--- src/rtl/adder_share_arbiter.sv ---
// -----------------------------------------------------------------------------
// adder_share_arbiter
//
// Shares a single combinational ripple-carry adder among NREQ requesters.
// A round-robin arbiter picks one requester per cycle. Its operands are muxed
// into the adder, and the WIDTH+1-bit sum is registered together with the
// winner's index. The registered result is held under valid/ready
// backpressure.
//
// Optional feature macro: ADDER_ARB_STATS_EN
//   When defined, adds o_carry_cnt. This is a saturating 16-bit count of
//   registered results whose carry bit (o_sum[WIDTH]) is set.
//
// Ports
//   clk         in   1            rising-edge clock
//   rst_n       in   1            synchronous active-low reset
//   i_req       in   NREQ         per-requester request level
//   i_a         in   NREQ*WIDTH   operand A, requester k at [k*WIDTH +: WIDTH]
//   i_b         in   NREQ*WIDTH   operand B, same packing
//   o_gnt       out  NREQ         one-hot acceptance pulse (combinational)
//   o_valid     out  1            result valid
//   o_id        out  IDW          index of requester owning o_sum
//   o_sum       out  WIDTH+1      registered a+b, carry in MSB
//   i_ready     in   1            consumer accepts result when valid && ready
//   o_carry_cnt out  16           (ADDER_ARB_STATS_EN only) carry result count
// -----------------------------------------------------------------------------
module adder_share_arbiter #(
  parameter  int WIDTH = 10,
  parameter  int NREQ  = 4,
  localparam int IDW   = (NREQ > 1) ? $clog2(NREQ) : 1
) (
  input  logic                  clk,
  input  logic                  rst_n,
  input  logic [NREQ-1:0]       i_req,
  input  logic [NREQ*WIDTH-1:0] i_a,
  input  logic [NREQ*WIDTH-1:0] i_b,
  output logic [NREQ-1:0]       o_gnt,
  output logic                  o_valid,
  output logic [IDW-1:0]        o_id,
  output logic [WIDTH:0]        o_sum,
  input  logic                  i_ready
`ifdef ADDER_ARB_STATS_EN
  ,
  output logic [15:0]           o_carry_cnt
`endif
);

  typedef enum logic [0:0] {
    ST_EMPTY = 1'b0,
    ST_FULL  = 1'b1
  } state_t;

  localparam logic [IDW-1:0] LAST_IDX = IDW'(NREQ - 1);

  // Unsigned ripple-carry adder with no carry-in. The final carry lands in
  // the MSB, so the result never overflows.
  function automatic logic [WIDTH:0] ripple_add(input logic [WIDTH-1:0] a,
                                                input logic [WIDTH-1:0] b);
    logic [WIDTH:0] s;
    logic           c;
    s = {(WIDTH+1){1'b0}};
    c = 1'b0;
    for (int i = 0; i < WIDTH; i++) begin
      s[i] = a[i] ^ b[i] ^ c;
      c    = (a[i] & b[i]) | (c & (a[i] ^ b[i]));
    end
    s[WIDTH] = c;
    return s;
  endfunction

  state_t             state_r;
  logic [IDW-1:0]     ptr_r;
  logic [IDW-1:0]     id_r;
  logic [WIDTH:0]     sum_r;
`ifdef ADDER_ARB_STATS_EN
  logic [15:0]        carry_cnt_r;
`endif

  logic               valid_s;
  logic               can_accept_s;
  logic               found_hi_s;
  logic               found_lo_s;
  logic [IDW-1:0]     win_hi_s;
  logic [IDW-1:0]     win_lo_s;
  logic               found_s;
  logic [IDW-1:0]     win_s;
  logic               grant_v_s;
  logic [NREQ-1:0]    gnt_s;
  logic [WIDTH-1:0]   a_sel_s;
  logic [WIDTH-1:0]   b_sel_s;
  logic [WIDTH:0]     sum_s;
  logic [IDW-1:0]     ptr_next_s;

  assign valid_s      = (state_r == ST_FULL);
  assign can_accept_s = !valid_s || i_ready;

  // Round-robin pick. The lowest requester at or above ptr wins. If there is
  // none, the lowest requester overall wins, which implements the wrap to 0.
  always_comb begin
    found_hi_s = 1'b0;
    found_lo_s = 1'b0;
    win_hi_s   = {IDW{1'b0}};
    win_lo_s   = {IDW{1'b0}};
    for (int k = 0; k < NREQ; k++) begin
      if (i_req[k] && !found_hi_s && (IDW'(k) >= ptr_r)) begin
        found_hi_s = 1'b1;
        win_hi_s   = IDW'(k);
      end else begin
        found_hi_s = found_hi_s;
      end
      if (i_req[k] && !found_lo_s) begin
        found_lo_s = 1'b1;
        win_lo_s   = IDW'(k);
      end else begin
        found_lo_s = found_lo_s;
      end
    end
    if (found_hi_s) begin
      win_s = win_hi_s;
    end else begin
      win_s = win_lo_s;
    end
    found_s = found_hi_s | found_lo_s;
  end

  // Grant qualification. No grant is issued while reset is asserted.
  always_comb begin
    grant_v_s = rst_n && found_s && can_accept_s;
    gnt_s     = {NREQ{1'b0}};
    for (int k = 0; k < NREQ; k++) begin
      if (grant_v_s && (win_s == IDW'(k))) begin
        gnt_s[k] = 1'b1;
      end else begin
        gnt_s[k] = 1'b0;
      end
    end
  end

  // Operand mux that feeds the winner's operands into the shared adder.
  always_comb begin
    a_sel_s = {WIDTH{1'b0}};
    b_sel_s = {WIDTH{1'b0}};
    for (int k = 0; k < NREQ; k++) begin
      if (win_s == IDW'(k)) begin
        a_sel_s = i_a[k*WIDTH +: WIDTH];
        b_sel_s = i_b[k*WIDTH +: WIDTH];
      end else begin
        a_sel_s = a_sel_s;
      end
    end
  end

  // Shared adder and the pointer advance past the winner.
  always_comb begin
    sum_s = ripple_add(a_sel_s, b_sel_s);
    if (win_s == LAST_IDX) begin
      ptr_next_s = {IDW{1'b0}};
    end else begin
      ptr_next_s = win_s + IDW'(1);
    end
  end

  // Result FSM: EMPTY/FULL, plus result, ID, pointer and optional stats regs.
  always_ff @(posedge clk) begin
    if (!rst_n) begin
      state_r     <= ST_EMPTY;
      sum_r       <= {(WIDTH+1){1'b0}};
      id_r        <= {IDW{1'b0}};
      ptr_r       <= {IDW{1'b0}};
`ifdef ADDER_ARB_STATS_EN
      carry_cnt_r <= 16'h0000;
`endif
    end else if (grant_v_s) begin
      // Accept new operands. Covers EMPTY->FULL and accept-and-replace.
      state_r     <= ST_FULL;
      sum_r       <= sum_s;
      id_r        <= win_s;
      ptr_r       <= ptr_next_s;
`ifdef ADDER_ARB_STATS_EN
      if (sum_s[WIDTH] && (carry_cnt_r != 16'hFFFF)) begin
        carry_cnt_r <= carry_cnt_r + 16'h0001;
      end else begin
        carry_cnt_r <= carry_cnt_r;
      end
`endif
    end else begin
      case (state_r)
        ST_FULL: begin
          if (i_ready) begin
            state_r <= ST_EMPTY;
          end else begin
            state_r <= ST_FULL;
          end
        end
        ST_EMPTY: begin
          state_r <= ST_EMPTY;
        end
        default: begin
          state_r <= ST_EMPTY;
        end
      endcase
    end
  end

  assign o_gnt   = gnt_s;
  assign o_valid = valid_s;
  assign o_id    = id_r;
  assign o_sum   = sum_r;
`ifdef ADDER_ARB_STATS_EN
  assign o_carry_cnt = carry_cnt_r;
`endif

endmodule

--- config.mk ---
export PLATFORM = sky130hd
export DESIGN_NAME = adder_share_arbiter
export DESIGN_NICKNAME = d
export VERILOG_FILES = /design/src/rtl/adder_share_arbiter.sv
export SDC_FILE = /design/constraint.sdc
export NUM_CORES = 1
export LEC_CHECK = 0
export BUFFER_PORTS_ARGS = -buffer_cell sky130_fd_sc_hd__buf_2
export CORE_MARGIN = 4
export CORE_UTILIZATION = 46
export CTS_CLUSTER_SIZE = 10
export DETAILED_ROUTE_END_ITERATION = 12
export HOLD_SLACK_MARGIN = 0.02
export PLACE_DENSITY = 0.95
export SLEW_MARGIN = 20
export SYNTH_ARGS = -nofsm -noshare
export SYNTH_HDL_FRONTEND = slang
export SYNTH_SLANG_ARGS = --single-unit
--- constraint.sdc ---
create_clock -name clk -period 14.3 [get_ports clk]
set_input_delay 0.715 -clock clk [delete_from_list [all_inputs] [get_ports clk]]
set_output_delay 0.715 -clock clk [all_outputs]
set_load 0.02 [all_outputs]
### After elaboration in Yosys (flattened, before gate mapping)

Cells that the tools add are included.
W data, S select, Z words.

| cells by class | value |
|---|---|
| $lt $le $gt $ge | 4 |
| multiplexer cells | 31 |
| add/sub/neg operators | 1 |
| eq/ne operators | 3 |
| reductions and logical operators | 25 |
| bitwise gates (word level) | 49 |

Operators by type and width:

| kind | count |
|---|---|
| $mux W10 | 8 |
| $and A1 B1 Y1 | 19 |
| $xor A1 B1 Y1 | 19 |
| $logic_and A1 B1 Y1 | 16 |
| $mux W1 | 16 |
| $mux W2 | 6 |
| $or A1 B1 Y1 | 10 |
| $logic_not A1 Y1 | 7 |
| $eq A2 B2 Y1 const B | 2 |
| $ge A1 B2 Y1 const A | 2 |
| $ge A2 B2 Y1 const A | 2 |
| $add A2 B1 Y2 const B | 1 |
| $eq A2 B1 Y1 const B | 1 |
| $logic_not A2 Y1 | 1 |
| $pmux W1 S2 | 1 |
| $logic_or A1 B1 Y1 | 1 |
| $not A1 Y1 | 1 |

| storage, ports and cells | value |
|---|---|
| word-level logic and storage cells | 117 |
| input bits | 87 |
| output and inout port bits | 18 |
| flip-flop bits (word level) | 16 |

### Depth between registers and ports, before layout

| depth | value |
|---|---|
| depth after elaboration | 40 |
| gate-level depth with buffers | 26 |
| gate-level depth less buffers | 25 |

### Worst setup path after synthesis

OpenSTA, ideal clock, no wires.

| timing path | value |
|---|---|
| path type | input to register |
| start point | in i_req[2] |
| end point | reg sum_r[9] (netlist: o_sum[9]) |
| cell stages on the path | 25 |
| data required time | 14184 ps |
| arrival time | 5856 ps |
| path slack | 8328 ps |
| buffers on the path | 1 |
| cell sequence | or2b_1 a21oi_1 o32ai_1 ha_1 clkbuf_1 nand3b_1 a21oi_1 a21oi_1 o21ai_0 ha_1 inv_1 fa_1 fa_1 fa_1 fa_1 fa_1 fa_1 inv_1 fa_1 inv_1 fa_1 inv_1 fa_1 nand2_1 o21ai_1 |

| between the ends | value |
|---|---|
| word-level cells in the longest chain between the ends | 31 |

Ends and longest elaborated chain:

| item | RTL line | source |
|---|---|---|
| start, declared | 34 | `input logic [NREQ-1:0] i_req,` |
| $logic_and A1 B1 Y1 (2 in series) | 105 | `if (i_req[k] && !found_hi_s && (IDW'(k) >= ptr_r)) begin` |
| $mux W1 | 105 |  |
| $logic_not A1 Y1 | 105 |  |
| $logic_and A1 B1 Y1 (2 in series) | 105 |  |
| $mux W2 or $mux W1 (tied branches) | 105 |  |
| $mux W2 (*) | 118 | `if (found_hi_s) begin` |
| $logic_not A2 Y1 | 144 | `if (win_s == IDW'(k)) begin` |
| $mux W10 (4 in series) | 144 |  |
| [11 not listed] | n/a |  |
| $and A1 B1 Y1 | 65 | `c = (a[i] & b[i]) \| (c & (a[i] ^ b[i]));` |
| $or A1 B1 Y1 | 65 |  |
| $and A1 B1 Y1 | 65 |  |
| $or A1 B1 Y1 | 65 |  |
| $and A1 B1 Y1 | 65 |  |
| $or A1 B1 Y1 | 65 |  |
| $xor A1 B1 Y1 (*) | 64 | `s[i] = a[i] ^ b[i] ^ c;` |
| via sum_s[9] | 91 | `logic [WIDTH:0] sum_s;` |
| end signal, assigned | 167 | `sum_r <= {(WIDTH+1){1'b0}};` |
| end signal, assigned | 176 | `sum_r <= sum_s;` |
| end, declared | 74 | `logic [WIDTH:0] sum_r;` |

The timed path passes the listed nets; every way through them passes the cells marked *.
A chain may end at the register's enable or synchronous reset.

### Worst setup path after layout

Same ends and word-level chain as after synthesis.

==> results_dict.tcl <==
set metrics [dict create \
    fin_ws_ns 7.886 \
    slew_headroom 0.5404 \
    cts_root_buf "clkbuf_4" \
    path_buf_inv 5 \
    synth.area.mux_share 0.006173 \
    ios 105 \
    status "finished, final reports clean" \
    h-tree-depth 1 \
    drt_iter0_markers 121 \
    start_util 0.4821 \
    arrival_ns 6.58 \
    worstPathRequired_ns 14.47 \
    dp_slack_ns 7.603 \
    yosys.area_share.simple 0.1944 \
    drc 0 \
    vias 1866 \
    crit_path_end_kind "flip-flop" \
    slowest_delay_ns 0.70 \
    layout_min_cycle_time_ns 6.414 \
    synthAdderAreaFrac 0.1497 \
    drv_slew 0 \
    finClkSkew_ns 0.006421 \
    syn-cell-area_mm2 0.001622 \
    fmax_mhz 155.9 \
    tightest_slew_ns 0.6894 \
    viasPerCell 5.071 \
    cp_slowest_cell "ha_1" \
    place_congestion 0.7778 \
    fin_setup_tns_ns 0 \
    clock_sinks 16 \
    ys_seq_elements 16 \
    min_path_type "reg2reg" \
    powerDensity_mw_per_mm2 126.5 \
    overflow 0 \
    cp_max_fo 21 \
    reg2reg_from "ptr_r[1]" \
    grt_pass1_vias 1753 \
    synth_compound_area_frac 0.3380 \
    synth_xor_xnor_area_share 0 \
    synth_nets 332 \
    grt_pass1_wl_um 7224 \
    area_growth_pct 32.95 \
    postCtsSetupBuffers 0 \
    clock_latency_ns 0.28 \
    crit_top_cell "fa_1" \
    placeableCoreArea_mm2 0.003363 \
    grt_start_max_net_pins 42 \
    hold_viol 0 \
    holdWs_ns 0.4523 \
    die_h_um 67.37 \
    setup_viol 0 \
    numCtsBuffers 3 \
    avgSynthCellArea_um2 7.020 \
    synth-seq-area-share 0.1975 \
    clkTransAtPathRegs_ns 0.09 \
    portBuffers 104 \
    chipWidth_um 67.37 \
    vdd_drop_max_mv 0.05507 \
    hold_buffers 0 \
    p_leak_nw 1.155 \
    yosysWarnings 0 \
    min_period_over_period 0.4486 \
    cts_resized 0 \
    grt.total_usage 0.2054 \
    critPathLaunchType "primary input" \
    drt_pre_antenna_iters 5 \
    post_synth_num_cell_types 27 \
    synthCells 231 \
    die_area_mm2 0.004539 \
    wirelength_um 4682 \
    layout-drive-gt1-share 0.3509 \
    cp-startpoint "i_req[2]" \
    dp_hpwl_um 3785 \
    fin_nets 424 \
    diodes 0 \
    rows 21 \
    max-clock-path-buffers 2 \
    grt_antenna_before_repair 0 \
    tritoncts "yes" \
    design_power_total_mw 0.2728 \
    antenna_left 0 \
    rsz0062_at_grt "no" \
    path_class "in2reg" \
    synth_top_family_by_area "compound AO/OA/AOI/OAI gates" \
    crit_family "adder cells" \
    drv_cap 0 \
    routedWlPerCell_um 12.72 \
    hold_start "o_sum[0]" \
]
## power by group
part           total, mW  switching, mW  internal, mW
registers         0.0619        0.00608        0.0558
clock network     0.0298         0.0143        0.0155
logic              0.181          0.108        0.0733
## area by class of cell
| class | instances | area, um^2 |
|---|---|---|
| Multi-Input combinational cell | 174 | 1116 |
| Sequential cell | 16 | 320.3 |
| Clock buffer | 4 | 36.28 |
| Inverter | 20 | 75.07 |
| Timing Repair Buffer | 108 | 550.5 |
| Tap cell | 46 | 57.56 |
| Fill cell | 336 | 1207 |
## through the flow
step	std cells	area (um^2)	utilization
after floorplan	231	1622	-
after global placement	364	2120	0.6302
after detailed placement	364	2120	0.6302
after CTS	368	2156	0.6410
after global routing	368	2156	0.6410
final	368	2156	0.6410
## cells in the final DEF, fill, tap and decap left out, types with 2 or more instances in the layout
cell      count
a22oi_1      14
buf_4         4
buf_2       104
nand2_1      45
ha_1          5
a21oi_1      42
clkbuf_4      3
and2_1        4
nand3b_1      6
fa_1          9
o21ai_1       9
o211a_1       7
dfxtp_1      16
nor2b_1       3
nor2_1        2
inv_1        20
nor3b_1       2
o21ai_0      17
## layer usage
metal  up-vias  global-route usage  part of all wire
li1        971                   -                 -
met4         0             0.07848             0.010
met5         -                   0                 0
met1       819              0.2515              0.43
met2        70              0.3595              0.49
met3         6             0.03161             0.072
## cell families after synthesis
| family | count (synthesis) |
|---|---|
| and+or+nand+nor | 66 |
| muxes | 1 |
| buffers and inverters | 41 |
| adders and majority gates | 14 |
| DFF | 16 |
| AOI/OAI and AO/OA | 93 |
## synthesized netlist by cell type
| cell | number | share of area |
|---|---|---|
| buf_6 | 4 | 0.028 |
| inv_1 | 20 | 0.046 |
| fa_1 | 9 | 0.11 |
| nor4_2 | 1 | 0.0077 |
| clkbuf_1 | 16 | 0.037 |
| o32ai_1 | 1 | 0.0054 |
| a21oi_1 | 42 | 0.13 |
| o22a_1 | 1 | 0.0054 |
| a21o_1 | 1 | 0.0046 |
| a22oi_1 | 14 | 0.065 |
| or2b_1 | 1 | 0.0046 |
| nand2_1 | 45 | 0.10 |
| o211a_1 | 7 | 0.043 |
| o21ai_1 | 9 | 0.028 |
| o21ai_0 | 17 | 0.052 |
| dfxtp_1 | 16 | 0.20 |
| nor2b_1 | 3 | 0.012 |
| and3b_1 | 1 | 0.0054 |
| a21boi_0 | 1 | 0.0046 |
| and2_1 | 4 | 0.015 |
| buf_2 | 1 | 0.0031 |
| nor2_1 | 2 | 0.0046 |
| nor3b_1 | 2 | 0.0093 |
| nand3b_1 | 6 | 0.028 |
| nand2b_1 | 1 | 0.0039 |
| mux2i_1 | 1 | 0.0062 |
| ha_1 | 5 | 0.039 |
## final timing paths
| kind | to | slack [ns] | cells past startpoint |
|---|---|---|---|
| worst max-delay path | o_sum[9] | 7.89 | 25 |
| worst min-delay path | o_sum[0] | 0.45 | 2 |
| worst max register to register | o_sum[9] | 8.15 | 23 |
| worst min register to register | o_sum[0] | 0.45 | 2 |
## worst register-to-register path, delay by kind of cell, from the launching register on
| kind | cells | cell delay (ns) |
|---|---|---|
| fa+ha+maj | 11 | 4.10 |
| compound gates | 6 | 1.06 |
| flops | 1 | 0.41 |
| buf+inv | 4 | 0.25 |
| simple gates | 2 | 0.22 |
## flip-flops by register name, indices dropped and copies added (netlist names)
name,flops
o_id,2
ptr_r,2
o_sum,11
o_valid,1
No activity file was read; power rests on OpenSTA's default activity.
